[src/rtl/laundry_floor_panel_if.sv]
// Bus between the floor panel and the laundry controller / floor buttons.
// The panel side uses the slave modport; the controller/bench side uses master.
interface laundry_floor_panel_if;
    logic [3:0] btn;
    logic [2:0] at_floor;
    logic [3:0] req_laundry;
    logic [3:0] send;
    logic       busy;
    logic       load_abort;
    logic [7:0] served_cnt;

    modport master (
        output btn, at_floor,
        input  req_laundry, send, busy, load_abort, served_cnt
    );

    modport slave (
        input  btn, at_floor,
        output req_laundry, send, busy, load_abort, served_cnt
    );
endinterface

[src/rtl/laundry_floor_panel.sv]
// Floor-side request/load station: latches button presses into pending
// requests and strobes send[] at the floor where the cart dwells.
module laundry_floor_panel #(
    parameter int DWELL_CYCLES = 2,
    parameter int LOAD_CYCLES  = 4
) (
    input  logic clk,
    input  logic reset,
    laundry_floor_panel_if.slave bus
);
    localparam int MAX_CYCLES = (DWELL_CYCLES > LOAD_CYCLES) ? DWELL_CYCLES : LOAD_CYCLES;
    localparam int CNT_W      = (MAX_CYCLES > 1) ? $clog2(MAX_CYCLES) : 1;
    localparam logic [CNT_W-1:0] DWELL_LAST = CNT_W'(DWELL_CYCLES - 1);
    localparam logic [CNT_W-1:0] LOAD_LAST  = CNT_W'(LOAD_CYCLES - 1);

    typedef enum logic [1:0] {IDLE, SETTLE, LOAD, RELEASE} state_t;

    state_t           state_reg;
    logic [1:0]       fl_reg;
    logic [CNT_W-1:0] cnt_reg;
    logic [3:0]       req_reg;
    logic [3:0]       send_reg;
    logic             abort_reg;
    logic [7:0]       served_reg;

    logic [3:0] sync1_reg;
    logic [3:0] sync2_reg;
    logic [3:0] edge_reg;
    logic [3:0] rise;
    logic [3:0] absorb_mask;
    logic [3:0] req_set;
    logic [3:0] fl_onehot;
    logic       at_fl;

    // Two-flop synchronizer plus a third flop for rising-edge detection.
    always_ff @(posedge clk) begin
        if (!reset) begin
            sync1_reg <= '0;
            sync2_reg <= '0;
            edge_reg  <= '0;
        end else begin
            sync1_reg <= bus.btn;
            sync2_reg <= sync1_reg;
            edge_reg  <= sync2_reg;
        end
    end

    // Per-floor edge detect; a press on the floor being served is swallowed.
    genvar gi;
    generate
        for (gi = 0; gi < 4; gi++) begin : g_floor
            assign rise[gi]        = sync2_reg[gi] & ~edge_reg[gi];
            assign absorb_mask[gi] = (state_reg != IDLE) && (fl_reg == 2'(gi));
            assign fl_onehot[gi]   = (fl_reg == 2'(gi));
        end
    endgenerate

    assign req_set = req_reg | (rise & ~absorb_mask);

    // In-transit codes (4-7) have bit 2 set and therefore never match fl_reg.
    assign at_fl = (bus.at_floor == {1'b0, fl_reg});

    // Serving FSM: dwell check, timed load strobe, then wait for the cart to leave.
    always_ff @(posedge clk) begin
        if (!reset) begin
            state_reg  <= IDLE;
            fl_reg     <= '0;
            cnt_reg    <= '0;
            req_reg    <= '0;
            send_reg   <= '0;
            abort_reg  <= 1'b0;
            served_reg <= '0;
        end else begin
            abort_reg <= 1'b0;
            req_reg   <= req_set;
            case (state_reg)
                IDLE: begin
                    if (!bus.at_floor[2] && req_reg[bus.at_floor[1:0]]) begin
                        fl_reg    <= bus.at_floor[1:0];
                        cnt_reg   <= '0;
                        state_reg <= SETTLE;
                    end
                end
                SETTLE: begin
                    if (!at_fl) begin
                        state_reg <= IDLE;
                    end else if (cnt_reg == DWELL_LAST) begin
                        cnt_reg   <= '0;
                        send_reg  <= fl_onehot;
                        state_reg <= LOAD;
                    end else begin
                        cnt_reg <= cnt_reg + 1'b1;
                    end
                end
                LOAD: begin
                    if (!at_fl) begin
                        abort_reg <= 1'b1;
                        send_reg  <= '0;
                        state_reg <= IDLE;
                    end else if (cnt_reg == LOAD_LAST) begin
                        send_reg   <= '0;
                        req_reg    <= req_set & ~fl_onehot;
                        served_reg <= served_reg + 8'd1;
                        state_reg  <= RELEASE;
                    end else begin
                        cnt_reg <= cnt_reg + 1'b1;
                    end
                end
                RELEASE: begin
                    if (!at_fl) begin
                        state_reg <= IDLE;
                    end
                end
                default: state_reg <= IDLE;
            endcase
        end
    end

    assign bus.req_laundry = req_reg;
    assign bus.send        = send_reg;
    assign bus.busy        = (state_reg != IDLE);
    assign bus.load_abort  = abort_reg;
    assign bus.served_cnt  = served_reg;
endmodule

[src/flat_wrapper.sv]
// flat-port wrapper written by rule: the top's interface ports become plain ports
module laundry_floor_panel_flat 
#(
    parameter int DWELL_CYCLES = 2,
    parameter int LOAD_CYCLES  = 4
)
  (clk, reset, bus_btn, bus_at_floor, bus_req_laundry, bus_send, bus_busy, bus_load_abort, bus_served_cnt);
  laundry_floor_panel_if bus_i ();
  input  logic clk;
  input  logic reset;
  input wire logic [$bits(bus_i.btn)-1:0] bus_btn;
  input wire logic [$bits(bus_i.at_floor)-1:0] bus_at_floor;
  output wire logic [$bits(bus_i.req_laundry)-1:0] bus_req_laundry;
  output wire logic [$bits(bus_i.send)-1:0] bus_send;
  output wire logic [$bits(bus_i.busy)-1:0] bus_busy;
  output wire logic [$bits(bus_i.load_abort)-1:0] bus_load_abort;
  output wire logic [$bits(bus_i.served_cnt)-1:0] bus_served_cnt;
  assign bus_i.btn = bus_btn;
  assign bus_i.at_floor = bus_at_floor;
  assign bus_req_laundry = bus_i.req_laundry;
  assign bus_send = bus_i.send;
  assign bus_busy = bus_i.busy;
  assign bus_load_abort = bus_i.load_abort;
  assign bus_served_cnt = bus_i.served_cnt;
  laundry_floor_panel #(.DWELL_CYCLES(DWELL_CYCLES), .LOAD_CYCLES(LOAD_CYCLES)) u_core (.clk(clk), .reset(reset), .bus(bus_i));
endmodule
[config.mk]
export PLATFORM = sky130hd
export DESIGN_NAME = laundry_floor_panel_flat
export DESIGN_NICKNAME = d
export VERILOG_FILES = /design/src/rtl/laundry_floor_panel_if.sv /design/src/rtl/laundry_floor_panel.sv /design/src/flat_wrapper.sv
export SDC_FILE = /design/constraint.sdc
export NUM_CORES = 1
export LEC_CHECK = 0
export CAP_MARGIN = 40
export CORE_MARGIN = 4
export CORE_UTILIZATION = 47
export DETAILED_ROUTE_END_ITERATION = 12
export GPL_ROUTABILITY_DRIVEN = 0
export GPL_TIMING_DRIVEN = 0
export PLACE_DENSITY = 0.82
export SLEW_MARGIN = 10
export SYNTH_ARGS = -nofsm -noshare
export SYNTH_HDL_FRONTEND = slang
export SYNTH_SLANG_ARGS = --single-unit
[constraint.sdc]
create_clock -name clk -period 2.1 [get_ports clk]
set_input_delay 0.42 -clock clk [delete_from_list [all_inputs] [get_ports clk]]
set_output_delay 0.42 -clock clk [all_outputs]
set_load 0.05 [all_outputs]
---- Yosys cells after proc, flatten, opt, wreduce, memory -nomap -nowiden ----
Index checks and enable logic that the tools add are counted.
operators by class
  reductions and logical operators ........ 17
  equal/unequal tests ..................... 17
  muxes and demuxes ....................... 24
  $add $sub $neg .......................... 2
  order comparisons ....................... 1
  bitwise logic cells ..................... 13
operators by type and width
  cell                 count
  $mux 4               7
  $mux 2               11
  $eq 2x2->1 const B   5
  $add 8x1->8 const B  1
  $and 4x4->4          2
  $ne 2x1->1 const B   4
  $not 4->4            2
  $pmux 2 s4           1
  $pmux 4 s2           1
  $reduce_and 4->1     2
  $eq 2x1->1 const B   3
  $ne 3x3->1 const B   2
  $pmux 2 s3           1
  $logic_and 1x1->1    5
  $reduce_and 5->1     1
  $and 1x1->1          4
  $logic_not 2->1      2
  $ne 2x2->1 const B   2
  $not 1->1            4
  $or 4x4->4           1
  $reduce_and 2->1     2
  $reduce_bool 2->1    2
  $eq 3x2->1           1
  $lt 2x3->1 const B   1
  6 further kinds      7
word-level totals
  register bits ........................... 35
  output and inout bits ................... 18
  input port bits ......................... 9

---- Longest topological paths before layout ----
  depth in word-level cells ............... 9
  mapped depth ............................ 7
  depth with buffers taken out ............ 6

---- Worst setup path before layout ----
No wires, ideal clock.
  path kind ............................... register to register
  start ................................... reg u_core.state_reg[0]
  end ..................................... reg u_core.served_reg[5] (netlist: u_core.bus.served_cnt[5])
  period minus slack after synthesis ...... 2.022 ns
  path buffers ............................ 1
  setup time .............................. 0.070 ns
  setup slack ............................. 0.078 ns
  data arrival time ....................... 1.952 ns
  data required time ...................... 2.030 ns
  stages on the path, launching flop included .. 8
  path through ............................ dfxtp_1 -> inv_1 -> ha_1 -> inv_1 -> or4_1 -> clkbuf_2 -> or4_1 -> a21oi_1
between the ends
  cells in the longest elaborated chain, start to end .. 2
RTL lines
  element                            RTL line                    text
  from (decl)                        laundry_floor_panel.sv:18   state_t state_reg;
  from (signal assigned)             laundry_floor_panel.sv:66   state_reg <= IDLE;
  from (signal assigned)             laundry_floor_panel.sv:81   state_reg <= SETTLE;
  from (signal assigned)             laundry_floor_panel.sv:86   state_reg <= IDLE;
  $eq 2x2->1                         laundry_floor_panel.sv:76   case (state_reg)
  $reduce_and 3->1 (no source line)  n/a
  to (signal assigned)               laundry_floor_panel.sv:103  served_reg <= served_reg + 8'd1;
  to (decl)                          laundry_floor_panel.sv:24   logic [7:0] served_reg;
Every way passes these cells.
A chain may end at the register's enable or synchronous reset.

---- Worst setup path after layout ----
Ends and elaborated chain as after synthesis.

==> reports/metrics.cfg <==
[setup_path]
end_kind = register
cp.required_ns = 2.38
crit_type = register to register
critPathBufInv = 3
crit_path_cell_trace = inv_4 -> ha_4 -> inv_1 -> or4_1 -> buf_4 -> or4_4 -> a21oi_2
cp_top_family = simple AND/OR/NAND/NOR gates
worstPathArrival_ns = 2.31
crit_slowest_cell = or4_4
crit_fanout = 8
start_kind = register
slowest_delay_ns = 0.51

[sta]
finalHoldViolCount = 0
layout_min_cycle_time_ns = 2.028
holdWs_ns = 0.4434
max_slew_margin_pct = 59.05
tightest_slew_ns = 0.6087
slew_viol_final = 0
setup_viol = 0
timing.final.crit_share_pct = 96.56
finClkSkew_ns = 0.008909
fmax_ghz = 0.4932
rsz0062_at_grt = no

[logic_synthesis]
synth_top_area_share_pct = 43.61
synth_area_leaders = dfxtp_1 (44%), ha_1 (7.0%), mux2i_1 (6.2%)
syn_area_sq_mm = 0.001607
ys_ff_latch = 35
ys_warn_count = 0
synth_area_leader_cell = dfxtp_1
avgSynthCellArea_sq_um = 8.925
synth_cell_types = 35
synth-edff-count = 0
async_flop_share_pct = 0
syn_inst = 180
synth_nets = 198
ys.flop_type = dfxtp_1
ys_seq_area_share_pct = 43.61

[placement]
portBuffers = 26
hpwl_um = 2469
place_inst = 250
placed_area_sq_mm = 0.001922

[floorplanning]
std_cell_rows = 20
die_h_um = 66.47
io_pins = 27
start_util_pct = 50.95
fp.dieW_um = 66.47
fp.coreArea_sq_mm = 0.003153
dieArea_sq_mm = 0.004418

[worst_hold_path]
hold_class = register to register

[finish]
utilization_pct = 65.00
antenna_cells = 0
final_cells = 259
fill_cells = 296
largest_register_ffs = 8
seqCellArea_sq_um = 705.7
final_area_sq_mm = 0.002049
fin_nets = 232
layout-drive-gt1-share_pct = 9.767
area_delta_synth_final_pct = 27.57
multi_input_area_sq_um = 864.6

[pwr]
p_total_mw = 1.573
p_leak_nw = 0.8324
pwr_density_cell_mw_per_mm2 = 767.3
vdd.ir_drop.worst_mv = 0.3907

[global_routing]
grt_start_max_net_pins = 13
grt_pass1_vias = 1267
grt_usage_pct = 16.41
grt_pass1_wl_um = 5485
grt_remaining_overflow = 0
antenna_found_initial = 0

[detailed_routing]
vias_per_cell = 5.170
ant_nets = 0
routed_wl_um = 3275
remaining_drc_errors = 0
drtPass1Iterations = 4
first_iter_violations = 56
wl_per_cell_um = 12.64
vias = 1339

[clock_tree]
numCtsBuffers = 5
cts_hold_buf = 0
clkTransAtPathRegs_ns = 0.11
cts_tree = built
clk_path_buf_depth = 2
htreeDepth = 2
clock-sinks = 35
clock-root-buffer = clkbuf_4
worst_skew_pair.late_latency_ns = 0.34

[flow_run]
max-cap-violations = 0

[status]
status = finished clean

## power by group
group | switching [mW] | internal (mW)
clock network | 0.233 | 0.250
registers | 0.0246 | 0.698
logic | 0.219 | 0.147
## cells in the mapped netlist, drive strengths merged, types with 2 or more instances
cell and count:
o21ai 13, nor2b 7, mux2i 10, ha 9
and3 2, xor2 2, a2bb2oi 3, nand4 2
and2 12, dfxtp 35, or4 5, nand2 18
a21oi 12, o31ai 2, clkbuf 7, inv 11
nand3b 2, nor2 6, nand3 3, or3 5
## final cells by class
cell class              instances  share of cell area [%]
plain buffers                   6                   1.282
clock buffers                   5                   1.831
clock inverters                 3                   2.137
inverters                      11                   2.137
multi-input cells             127                   42.19
flip-flops and latches         35                   34.43
well taps                      44                   2.686
repair buffers                 28                   13.31
## path summary, 6_finish.rpt
kind                       startpoint                       end  slack (ns)  depth (start not counted)
setup / recovery  u_core.state_reg[0]  u_core.bus.served_cnt[5]        0.07                          7
hold / removal    u_core.sync1_reg[3]       u_core.sync2_reg[3]        0.44                          1
setup reg to reg  u_core.state_reg[0]  u_core.bus.served_cnt[5]        0.07                          7
hold reg to reg   u_core.sync1_reg[3]       u_core.sync2_reg[3]        0.44                          1
## cells by family (layout without fill, tap and decap cells)
group | count (synthesis) | in the layout | synth area share (%)
AND/OR/NAND/NOR | 68 | 68 | 23.21
adder cells (fa/ha/maj) | 9 | 9 | 7.009
multiplexers | 11 | 11 | 6.932
XOR/XNOR | 3 | 3 | 1.636
flip-flops | 35 | 35 | 43.61
AO/OA/AOI/OAI | 36 | 36 | 13.32
buffers and inverters | 18 | 53 | 4.283
## metrics by stage
step	TNS, ns	worst slack (ns)
3_3_place_gp	-4.975	-0.5114
6_report	0	0.07234
4_1_cts	0	0.01246
5_1_grt	0	0.0008082
2_1_floorplan	0	0.07771
3_5_place_dp	-5.236	-0.5141
## layout by cell type (no fill, tap or decap), types with 6 or more instances in the layout
cell,instances
nor2b_1,7
nor2_1,6
dfxtp_1,33
inv_1,10
and2_1,12
ha_1,8
clkdlybuf4s50_1,21
mux2i_1,10
a21oi_1,11
o21ai_0,13
nand2_1,18
## timing repair
| item | 4_1_cts | 5_1_grt |
|---|---|---|
| endpoints found under the setup margin | 7 | 6 |
| resized for setup | 13 | 8 |
| buffers inserted | 1 | 1 |
| pin swaps | 1 | 1 |
## per-layer routing
metal	wire [um]	GRT usage, %	vias up
li1	-	-	688
met1	1432	17.48	608
met2	1607	29.12	33
met3	155	4.553	10
met4	80	8.629	0
met5	0	0	-
(Power assumes the default switching activity.)
